$ cat src/rtl/gate_logic_unit.sv
// Registered, opcode-selected bitwise gate engine with valid/ready handshake,
// accumulate mode, zero/ones status flags and a saturating beat counter.
module gate_logic_unit #(
    parameter int unsigned WIDTH = 8,
    parameter int unsigned CNT_W = 16
) (
    input  logic             clk,
    input  logic             rst,
    input  logic             in_valid,
    output logic             in_ready,
    input  logic [WIDTH-1:0] in1,
    input  logic [WIDTH-1:0] in2,
    input  logic [2:0]       op,
    input  logic             acc_mode,
    input  logic             acc_clear,
    output logic             out_valid,
    input  logic             out_ready,
    output logic [WIDTH-1:0] out,
    output logic             out_zero,
    output logic             out_ones,
    output logic [WIDTH-1:0] acc,
    output logic [CNT_W-1:0] count
);

    logic [WIDTH-1:0] opa;
    logic [WIDTH-1:0] res;
    logic             accept;

    assign in_ready = !out_valid || out_ready;
    assign accept   = in_valid && in_ready;

    // A seed beat (acc_clear) takes in1 even in accumulate mode.
    assign opa = (acc_mode && !acc_clear) ? acc : in1;

    always_comb begin
        res = '0;
        case (op)
            3'd0: res = opa & in2;
            3'd1: res = opa | in2;
            3'd2: res = ~(opa | in2);
            3'd3: res = ~(opa & in2);
            3'd4: res = opa ^ in2;
            3'd5: res = ~(opa ^ in2);
            3'd6: res = opa;
            3'd7: res = ~opa;
            default: res = '0;
        endcase
    end

    always_ff @(posedge clk) begin
        if (rst) begin
            out_valid <= 1'b0;
            out       <= '0;
            out_zero  <= 1'b0;
            out_ones  <= 1'b0;
            acc       <= '0;
            count     <= '0;
        end else if (accept) begin
            out_valid <= 1'b1;
            out       <= res;
            out_zero  <= (res == '0);
            out_ones  <= (res == '1);
            if (acc_mode) begin
                acc <= res;
            end
            if (count != '1) begin
                count <= count + CNT_W'(1);
            end
        end else if (out_ready) begin
            out_valid <= 1'b0;
        end
    end

endmodule
$ cat config.mk
export PLATFORM = sky130hd
export DESIGN_NAME = gate_logic_unit
export DESIGN_NICKNAME = d
export VERILOG_FILES = /design/src/rtl/gate_logic_unit.sv
export SDC_FILE = /design/constraint.sdc
export NUM_CORES = 1
export LEC_CHECK = 0
export CORE_MARGIN = 2
export CORE_UTILIZATION = 47
export CTS_BUF_LIST = sky130_fd_sc_hd__clkbuf_8
export CTS_CLUSTER_SIZE = 28
export DETAILED_ROUTE_END_ITERATION = 12
export PLACE_DENSITY = 0.8
export SLEW_MARGIN = 15
export SYNTH_ARGS = -nofsm -noshare
export SYNTH_HDL_FRONTEND = slang
export SYNTH_SLANG_ARGS = --single-unit
$ cat constraint.sdc
create_clock -name clk -period 2.3 [get_ports clk]
set_input_delay 0.345 -clock clk [delete_from_list [all_inputs] [get_ports clk]]
set_output_delay 0.345 -clock clk [all_outputs]
set_load 0.02 [all_outputs]
After elaboration in Yosys (flattened, before gate mapping)
Index checks and enable logic that the tools add are counted.
W data, S select, Z words.
{"block": "classes", "add_sub_neg": 1, "eq_ne": 9, "muxes": 4, "bitwise": 7, "reduce_logical": 10}
{"op": "$pmux W8 S8", "count": 1}
{"op": "$not A8 Y8", "count": 4}
{"op": "$add A16 B1 Y16 const B", "count": 1}
{"op": "$ne A16 B16 Y1 const B", "count": 1}
{"op": "$eq A3 B3 Y1 const B", "count": 4}
{"op": "$and A8 B8 Y8", "count": 1}
{"op": "$eq A8 B8 Y1 const B", "count": 1}
{"op": "$logic_not A8 Y1", "count": 1}
{"op": "$mux W8", "count": 1}
{"op": "$or A8 B8 Y8", "count": 1}
{"op": "$xor A8 B8 Y8", "count": 1}
{"op": "$eq A3 B2 Y1 const B", "count": 2}
{"op": "$reduce_and A2 Y1", "count": 2}
{"op": "$eq A3 B1 Y1 const B", "count": 1}
{"op": "$logic_not A3 Y1", "count": 1}
{"op": "$logic_and A1 B1 Y1", "count": 2}
{"op": "$logic_not A1 Y1", "count": 2}
{"op": "$mux W1", "count": 2}
{"op": "$reduce_bool A2 Y1", "count": 1}
{"op": "$logic_or A1 B1 Y1", "count": 1}
{"block": "totals", "reg_bits": 35, "in_bits": 25, "out_inout_bits": 36, "elab_cells": 37}

Longest topological paths before layout
Gate-level depths: netlist of the first run.
{"block": "depth", "depth_word": 7, "depth_mapped": 11, "mapped_depth_nobuf": 10}

Worst setup path after synthesis of the first run
Ideal clock, no wire load.
{"block": "synth_path", "path_type": "in2reg", "startpoint": "in acc_clear", "endpoint": "reg out_ones", "t_arrival_ns": 2.314, "t_required_ns": 2.213, "slack_ns": -0.101, "path_stages": 10, "n_path_buf": 1, "cell_sequence": "nand2b_1 buf_6 mux2i_1 ha_1 nor2b_1 a211oi_1 a221o_2 o22ai_1 or4_1 o31ai_1"}
{"block": "synth_via", "elab_chain_cells": 7, "word_cells_on_any_way": 12, "cone_classes": "eq/ne: 1; mux: 2; bitwise: 7; reduce/logical: 2"}
{"element": "start: declaration", "line_no": "15", "text": "input logic acc_clear,"}
{"element": "$logic_not A1 Y1 *", "line_no": "33", "text": "assign opa = (acc_mode && !acc_clear) ? acc : in1;"}
{"element": "$logic_and A1 B1 Y1 *", "line_no": "33"}
{"element": "$mux W8 *", "line_no": "33"}
{"element": "$xor A8 B8 Y8 (tied with other cells)", "line_no": "42, 43"}
{"element": "$not A8 Y8, on equally long branches", "line_no": "43, 40, 41"}
{"element": "$pmux W8 S8 *", "line_no": "37", "text": "case (op)"}
{"element": "$eq A8 B8 Y1 *", "line_no": "62", "text": "out_ones <= (res == '1);"}
{"element": "end signal: assignment", "line_no": "62"}
{"element": "end: declaration", "line_no": "20", "text": "output logic out_ones,"}
Every way passes the cells marked *; elsewhere a longest branch is shown, timed or not.
A chain may end at the register's enable or synchronous reset.

Worst setup path after layout of the first run
{"block": "layout_path", "startpoint": "in acc_mode", "endpoint": "reg out_ones"}
{"block": "layout_via", "elab_chain_cells": 6, "word_cells_on_any_way": 11, "cone_classes": "eq/ne: 1; mux: 2; bitwise: 7; reduce/logical: 1"}
{"element": "start: declaration", "line_no": "14", "text": "input logic acc_mode,"}
{"element": "$logic_and A1 B1 Y1 *", "line_no": "33"}
{"element": "$mux W8 *", "line_no": "33"}
{"element": "$xor A8 B8 Y8 (tied with other cells)", "line_no": "42, 43"}
{"element": "$not A8 Y8, on equally long branches", "line_no": "43, 40, 41"}
{"element": "$pmux W8 S8 *", "line_no": "37"}
{"element": "$eq A8 B8 Y1 *", "line_no": "62"}
Marked as above.

==> results of run 1 <==
==> timing repair <==
item                                    in CTS  in global routing
gates resized for setup                     17                 38
setup buffers                                6                  5
pin swaps                                    8                 17
endpoints found under the setup margin      13                  4
==> Yosys cell counts, drive strengths merged (2+ instances only) <==
cell / count
nand2: 36
dfxtp: 35
nor2: 29
nor2b: 25
mux2i: 23
ha: 17
inv: 17
a21oi: 15
buf: 12
nor3: 11
o22ai: 11
o21ai: 9
a211oi: 8
xor2: 7
clkbuf: 6
nand2b: 6
nand3: 6
nand4: 5
a221oi: 4
a2bb2oi: 4
and2: 4
o21a: 4
xnor2: 4
a221o: 3
and3: 3
a31oi: 2
mux2: 2
nor3b: 2
o22a: 2
o31ai: 2
==> power by group <==
group | leakage (nW) | switching, mW | total, mW | internal, mW
clock network | 0.0612 | 0.228 | 0.578 | 0.351
logic | 1.31 | 0.319 | 0.673 | 0.353
registers | 0.285 | 0.0245 | 0.656 | 0.632
==> sequential cells by signal, summed over array words and instances, names as in the netlist <==
signal     cells
count         16
out_zero       1
out_valid      1
acc            8
out            8
out_ones       1
==> kinds of logic (layout without fill, tap and decap cells) <==
group / after synthesis / count (layout) / share of synthesized area, %
mux: 25 / 25 / 9.81
flops: 35 / 35 / 27.2
fa+ha+maj: 17 / 17 / 8.26
compound gates: 67 / 67 / 18.1
simple gates: 132 / 132 / 25.9
buf+inv: 35 / 141 / 6.99
xor+xnor: 11 / 11 / 3.74
==> final timing paths <==
| kind | startpoint | slack [ns] | depth (start not counted) | to |
|---|---|---|---|---|
| worst max-delay path | acc_mode | 0.001 | 12 | out_ones$_SDFFE_PP0P_ |
| worst min-delay path | out[5]$_SDFFE_PP0P_ | 0.46 | 2 | out[5]$_SDFFE_PP0P_ |
| worst max register to register | acc[4]$_SDFFE_PP0P_ | 0.11 | 9 | out_ones$_SDFFE_PP0P_ |
| worst min register to register | out[5]$_SDFFE_PP0P_ | 0.46 | 2 | out[5]$_SDFFE_PP0P_ |
==> layer usage <==
metal / vias to the layer above / part of all wire, % / routed length [µm]
met1: 1334 / 44 / 3430
met2: 97 / 50 / 3870
met5: - / 0 / 0
met3: 7 / 5.5 / 430
li1: 1342 / - / -
met4: 0 / 0.92 / 72
==> worst max-delay path: cells and delay by family <==
family | cells | cell delay, ns
simple gates | 3 | 0.71
compound gates | 4 | 0.64
mux | 1 | 0.29
buf+inv | 3 | 0.34
fa+ha+maj | 1 | 0.18
==> final cells by class <==
type / count / area share, %
clock inverter: 2 / 0.872
timing repair buffer: 116 / 25.9
sequential: 35 / 17.4
multi-input combinational: 252 / 49.9
inverter: 17 / 1.59
tap: 70 / 2.18
clock buffer: 6 / 2.06
==> metrics by stage <==
stage          instances  worst slack, ns  instance area [µm²]  TNS (ns)  total power [mW]
4_1_cts              493         0.000168                 3780         0              1.82
3_5_place_dp         479           -0.678                 3580     -7.14              1.23
2_1_floorplan        322          -0.0118                 2660   -0.0118              1.00
5_1_grt              498           -0.102                 4020    -0.159              1.99
6_report             498          0.00107                 4020         0              1.91
3_3_place_gp         479           -0.571                 3580     -6.12              1.22
==> metrics.txt, run 1 <==
Final Cycle Share=between 90 and 100%; crit-path max cell delay=between 0.5 and 0.6 ns; FF+latch area=~700 µm²; final-report max-slew violation count=0; Worst EP required=about 2.5 ns; gpl congestion=approximately 0.8; Routed WL=7810 µm; via count=approximately 2800; EDFF count, synth=0; kind of start point of the critical path=input pin; final hold vios=0; htree depth=2; area delta synth->final=55.9%; Min Clock Period, post-route=between 2 and 2.5 ns; clock skew=between 0.005 and 0.006 ns; Die Y=just under 80 µm; type of the most critical hold path=register to register; Clock Latency Late Sink=approximately 0.29 ns; largest vdd supply drop=0.000381 V; GR Overflow Total=0; Die W=approximately 78 µm; nets=between 400 and 500; Root Buffer=clkbuf_8; Syn Nets=~360; P per Cell Area=~470 mW/mm²; crit path kind=input pin to register; dominant cells by area after synthesis=dfxtp_1, mux2i_1, ha_1, nor2b_1, nand2_1; Max Buffers Root-to-Sink=2; largest net degree at the start of global routing=24; total die area=between 0.006 and 0.007 mm²; Filler Cell Count=375; diode count=0; relative slew slack=between 60% and 70%; gr busiest metal=met2; first-pass GRT wire length=about 12000 µm; Post-CTS Hold Buffers=0; asr flop ratio synth=0%; total CTS buffers=5; CTS sink cnt=35; Core ar.=roughly 0.0052 mm²; commonest non-fill, non-tap cell in the layout=clkdlybuf4s50_1; Yosys reg bits=35; CP max-delay cell=or4_4; Pre-antenna DRT Iters=5; I/O Pins=61; sequential area share after synthesis=between 20% and 30%; Worst Tran Pin Value=0.563 ns; Post-Syn Instances=roughly 320; vias per inst=around 5.6; WL per Instance=between 15 and 20 µm; CP Capture Type=register; Max Cap Viol=0; final setup violation count=0; clock-pin transition on the worst setup and hold timing paths=roughly 0.070 ns; drt drc=0; DRT antenna net count=0; HPWL after detailed placement=roughly 5300 µm; most frequent cells in the layout=clkdlybuf4s50_1, buf_4, nand2_1, dfxtp_1, nor2_1; crit-path max FO=8; RSZ-0062 raised after global routing=yes; met1 Use GR=31.4%; Site Rows=26; Arr. time, crit path=~2.5 ns; Finished Core Util=77.2%; CTS tree=yes; status=finished, final reports clean; YS warnings=0; multi-input logic area=~0.002 mm²; syn avg cell area=~8 µm²; synth unique cells=45; Tot GR Track Use=roughly 24%; GR met3 Demand/Resource=between 4 and 5%; Post-Syn Area=about 0.0026 mm²; Fin Hold WS=between 0.4 and 0.5 ns; critical path cell sequence=buf_4 > nand2b_4 > buf_12 > mux2i_4 > inv_2 > ha_4 > nand2_1 > o21ai_0 > a21oi_1 > o22ai_2 > or4_4 > o31ai_4; vias in the first global route=~2600; layout cell share with drive strength beyond 1=a little over a quarter; Leak=1.66 nW; top-area cell type share of the netlist area=between 20% and 30%; initial antenna violation count=0; largest area contributor in the netlist=dfxtp_1; initial core utilization=between 40% and 50%; Max Clock Freq=~430 MHz; GRT met2 Usage=between 40% and 50%; top_reg_cell synth=dfxtp_1; Buffers on Ports=60; number of DRC markers in iteration 0=roughly 220
Power figures use the tool's default switching activity.
==> run 2, diff against run 1 <==
Settings changed: CORE_ASPECT_RATIO from default to 2, GPL_ROUTABILITY_DRIVEN from default to 1, GPL_TIMING_DRIVEN from default to 0.
==> run 2 against run 1 <==
Via count down 2.8%. Combinational power fell by 6.5%. Routed wire length is 1.6% lower. Setup slack gained 0.055 ns. Fmax increased by 2.5%. Sequential share of layout area increased by 0.90 points. Worst hold slack improved by 0.012 ns. Global-route usage grew 0.37 points. Register-to-register slack improved by 0.06 ns. Critical path type unchanged. Highest routed layer unchanged.
==> metrics.txt, run 2 (synthesis gave the netlist of run 1 again) <==
Die W=around 56 µm; status=finished, final reports clean; Root Buffer=clkbuf_8; final hold vios=0; Hold Crit Depth=2; CTS tree=yes; Max Buffers Root-to-Sink=2; Leak=roughly 1.6 nW; crit-path max FO=2; Reg2Reg Depth=6; WHS Endpoint=out[6]$_SDFFE_PP0P_; DRT antenna net count=0; relative slew slack=~69%; Core ar.=between 0.005 and 0.006 mm²; vias in the first global route=around 2700; dpl cell area=0.00331 mm²; largest net degree at the start of global routing=12; drt drc=0; P per Cell Area=just under 500 mW/mm²; Worst Tran Pin Value=between 0.4 and 0.5 ns; diode count=0; Die Y=between 100 and 150 µm; GR Overflow Total=0; kind of start point of the critical path=input pin; via count=~2700; reg2reg end=count[15]$_SDFFE_PP0P_; Filler Cell Count=~420; R2R Path Start=count[6]$_SDFFE_PP0P_; type of the most critical hold path=register to register; most frequent cells in the layout=clkdlybuf4s50_1, nand2_1, dfxtp_1, nor2_1; nets=448; WL per Instance=between 15 and 20 µm; Post-CTS Hold Buffers=0; I/O Pins=61; Worst EP required=between 2 and 3 ns; Power, Total=around 1.9 mW; clock-pin transition on the worst setup and hold timing paths=~0.070 ns; Routed WL=around 7700 µm; HPWL after detailed placement=5340 µm; Site Rows=38; area delta synth->final=48.2%; Min Clock Period, post-route=around 2.2 ns; Clock Latency Late Sink=roughly 0.29 ns; number of DRC markers in iteration 0=83; Top reg by flops=count; Hold Startpoint=out[6]$_SDFFE_PP0P_; CP Capture Type=register; Buffers on Ports=58; CTS sink cnt=35; initial core utilization=48.0%; total die area=between 0.006 and 0.007 mm²; max reg flops=16; vias per inst=5.79; gpl congestion=slightly above 0.8; total CTS buffers=5; crit path kind=input pin to register; final setup violation count=0; Tot GR Track Use=24.8%; first-pass GRT wire length=approximately 12000 µm; Final Cycle Share=between 90% and 100%; Max Clock Freq=between 400 and 500 MHz; Max Cap Viol=0; fin area=~0.0038 mm²; initial antenna violation count=0; final-report max-slew violation count=0; layout cell share with drive strength beyond 1=between 20% and 30%; Arr. time, crit path=around 2.5 ns; clock skew=0.00506 ns; htree depth=2; r2r setup slk=0.17 ns; commonest non-fill, non-tap cell in the layout=clkdlybuf4s50_1; top flop regs=count x16, acc x8, out x8; Pre-antenna DRT Iters=4; largest vdd supply drop=roughly 0.00075 V
run 2: cell type report:
cell class                 instances  area [µm²]  share of cell area [%]
sequential                        35         701                    18.3
clock inverter                     2        35.0                   0.917
clock buffer                       6        82.6                    2.16
timing repair buffer              77         741                    19.4
inverter                          17        63.8                    1.67
buffer                            18         130                    3.41
tap                               60        75.1                    1.97
multi-input combinational        252        1990                    52.1
run 2: through the flow:
stage / hold slack [ns] / TNS (ns) / instances / util [%] / worst slack [ns]
after floorplan: 0.496 / -0.0118 / 322 / - / -0.0118
after global placement: 0.457 / -6.99 / 440 / 61.6 / -0.700
after detailed placement: 0.466 / -7.71 / 440 / 61.6 / -0.732
after CTS: 0.476 / 0 / 459 / 67.3 / 0.00733
after global routing: 0.498 / -0.0527 / 467 / 71.1 / -0.0527
final: 0.469 / 0 / 467 / 71.1 / 0.0562
run 2: per-layer routing:
layer  wire [µm]  up-vias  track usage [%]  part of all wire (%)
li1            -     1299                -                     -
met1        2750     1280             24.6                    36
met2        4450      107             48.9                    58
met3         299       17             2.85                   3.9
met4         176        0             12.6                   2.3
met5           0        -                0                     0
run 2: power by group:
part	switching, mW	internal [mW]	total (mW)	leakage, nW
sequential	0.0244	0.632	0.656	0.285
clock	0.227	0.351	0.578	0.0612
combinational	0.309	0.320	0.629	1.25
run 2: worst max-delay path by stage:
| stage | from | endpoint | cells past startpoint |
|---|---|---|---|
| CTS | acc_mode | out_zero$_SDFFE_PP0P_ | 12 |
| global placement | acc_clear | out_ones$_SDFFE_PP0P_ | 11 |
| finish | in2[4] | out_zero$_SDFFE_PP0P_ | 11 |
| global route | acc_clear | out_ones$_SDFFE_PP0P_ | 12 |
| floorplan | acc_clear | out_ones$_SDFFE_PP0P_ | 9 |
| detailed placement | acc_clear | out_zero$_SDFFE_PP0P_ | 12 |
run 2: critical path, cell delays in order:
cell,delay (ns)
clkdlybuf4s50_1,0.54
inv_1,0.10
ha_4,0.27
o22ai_2,0.05
a221o_2,0.36
o22ai_2,0.20
buf_4,0.13
buf_4,0.09
buf_4,0.09
nand4b_1,0.08
o31ai_1,0.20
run 2: repair_timing:
| action | CTS | global route |
|---|---|---|
| gates resized for setup | 27 | 34 |
| pin swaps | 14 | 9 |
| endpoints found under the setup margin | 15 | 3 |
| buffers inserted | 11 | 8 |
==> run 3, diff against run 2 <==
Settings changed: CORE_MARGIN 2 to 4.
==> run 3 against run 2 <==
Routed wire length down 3.6%. Critical path depth grew 1. Sequential share of layout area up 0.84 points. Fmax is 2.1% lower. Cell count decreased by 1.7%. Non-clock buffer count fell by 6. Critical endpoint is now out_ones$_SDFFE_PP0P_. Highest routed layer unchanged.
==> metrics.txt, run 3 (synthesis gave the netlist of run 1 again) <==
status=finished, final reports clean; CTS tree=yes; Tot GR Track Use=a little under a quarter; relative slew slack=66.8%; Hold Crit Depth=2; Worst Tran Pin Value=roughly 0.50 ns; largest vdd supply drop=0.000603 V; diode count=0; final hold vios=0; Top reg by flops=count; Max Buffers Root-to-Sink=2; Arr. time, crit path=roughly 2.5 ns; Buffers on Ports=58; type of the most critical hold path=register to register; clock skew=roughly 0.006 ns; P per Cell Area=about 460 mW/mm²; Root Buffer=clkbuf_8; most frequent cells in the layout=clkdlybuf4s50_1, nand2_1, dfxtp_1, nor2_1, nor2b_1; clock-pin transition on the worst setup and hold timing paths=0.07 ns; nets=around 440; Power, Total=between 1.5 and 2 mW; Core ar.=around 0.0052 mm²; placed cells=around 440; crit-path max FO=8; Post-Layout Cell Count=between 400 and 500; Clock Latency Late Sink=around 0.29 ns; GR Overflow Total=0; Routed WL=between 7000 and 8000 µm; Leak=between 1 and 1.5 nW; reg2reg end=out_ones$_SDFFE_PP0P_; Filler Cell Count=430; CP Capture Type=register; crit path kind=input pin to register; via count=2628; RSZ-0062 raised after global routing=yes; CTS sink cnt=35; vias in the first global route=~2700; total CTS buffers=5; Max Clock Freq=436 MHz; drt drc=0; Final Cycle Share=about 100%; Site Rows=37; pre-CTS setup slack=-0.711 ns; layout cell share with drive strength beyond 1=17.2%; vias per inst=around 5.7; R2R Path Start=acc[3]$_SDFFE_PP0P_; WHS Endpoint=out[4]$_SDFFE_PP0P_; total die area=0.00680 mm²; Pre-antenna DRT Iters=6; gpl congestion=around 0.85; CP max-delay cell=or4_1; final-report max-slew violation count=0; Die W=roughly 60 µm; I/O Pins=61; top flop regs=count x16, acc x8, out x8; initial core utilization=roughly half; Min Clock Period, post-route=between 2 and 2.5 ns; Die Y=about 110 µm; largest net degree at the start of global routing=11; kind of start point of the critical path=input pin; HPWL after detailed placement=about 5500 µm; Post-CTS Hold Buffers=0; Final WS setup=0.00711 ns; Finished Core Util=69.8%; number of DRC markers in iteration 0=~120; first-pass GRT wire length=around 12000 µm; max reg flops=16; Reg2Reg Depth=9; critical path cell sequence=buf_6 > nand2b_4 > buf_12 > mux2i_4 > inv_2 > ha_4 > nor2b_1 > nor3_1 > a21oi_1 > o22ai_2 > or4_1 > o31ai_1; commonest non-fill, non-tap cell in the layout=clkdlybuf4s50_1; initial antenna violation count=0; WL per Instance=about 16 µm; Hold Startpoint=out[4]$_SDFFE_PP0P_; final setup violation count=0; Worst EP required=around 2.5 ns; DRT antenna net count=0; crit-path max cell delay=0.51 ns; Max Cap Viol=0; r2r setup slk=~0.16 ns; htree depth=2; area delta synth->final=41.7%
[run 3: cell count changes in the layout (fill, tap and decap cells not counted), moves of 4 or more]
cell,delta
buf_4,-7
nor2b_1,+4
nor2b_2,-4
clkdlybuf4s50_1,+5
dlymetal6s2s_1,-5
[run 3: timing repair]
item                                    in CTS  in global routing
gates resized for setup                     27                 13
pin swaps                                    7                  7
buffers inserted                             6                  7
endpoints found under the setup margin      16                  3
[run 3: final cells by class]
class	instances	area [µm²]	area share, %
Multi-Input combinational cell	252	1920	52.6
Sequential cell	35	701	19.2
Timing Repair Buffer	71	683	18.7
Buffer	18	130	3.56
Tap cell	58	72.6	1.99
Clock buffer	5	68.8	1.88
Inverter	17	63.8	1.75
Clock inverter	3	12.5	0.343
[run 3: report_power, final]
| group | switching (mW) | total [mW] | leakage, nW | internal, mW |
|---|---|---|---|---|
| Combinational | 0.292 | 0.588 | 1.15 | 0.296 |
| Clock | 0.221 | 0.425 | 0.0505 | 0.204 |
| Sequential | 0.0243 | 0.656 | 0.285 | 0.632 |
| Total | 0.537 | 1.67 | 1.49 | 1.13 |
[run 3: how the worst max path moves through the flow]
stage	startpoint	endpoint	slack, ns
6_report	acc_clear	out_ones$_SDFFE_PP0P_	0.007
5_1_grt	acc_clear	out_ones$_SDFFE_PP0P_	-0.07
3_5_place_dp	acc_clear	out_zero$_SDFFE_PP0P_	-0.71
2_1_floorplan	acc_clear	out_ones$_SDFFE_PP0P_	-0.01
4_1_cts	acc_clear	out_ones$_SDFFE_PP0P_	0.02
3_3_place_gp	acc_clear	out_ones$_SDFFE_PP0P_	-0.69
[run 3: critical path, delay by kind of cell]
kind / cells / cell delay [ns]
compound gates: 3 / 0.52
simple gates: 4 / 0.82
fa+ha+maj: 1 / 0.18
mux: 1 / 0.32
buf+inv: 3 / 0.30
[run 3: metal layers]
metal | part of all wire [%] | wire length (µm) | up-vias | track usage, %
li1 | - | - | 1289 | -
met1 | 35 | 2590 | 1227 | 22.7
met2 | 57 | 4230 | 93 | 42.3
met3 | 4.8 | 356 | 19 | 4.00
met4 | 3.0 | 223 | 0 | 12.0
met5 | 0 | 0 | - | 0
[run 3: through the flow]
stage	cell area, µm²	hold slack, ns	TNS, ns
2_1_floorplan	2660	0.496	-0.0118
3_3_place_gp	3310	0.445	-7.06
3_5_place_dp	3310	0.450	-7.96
4_1_cts	3550	0.466	0
5_1_grt	3650	0.485	-0.0831
6_report	3650	0.465	0
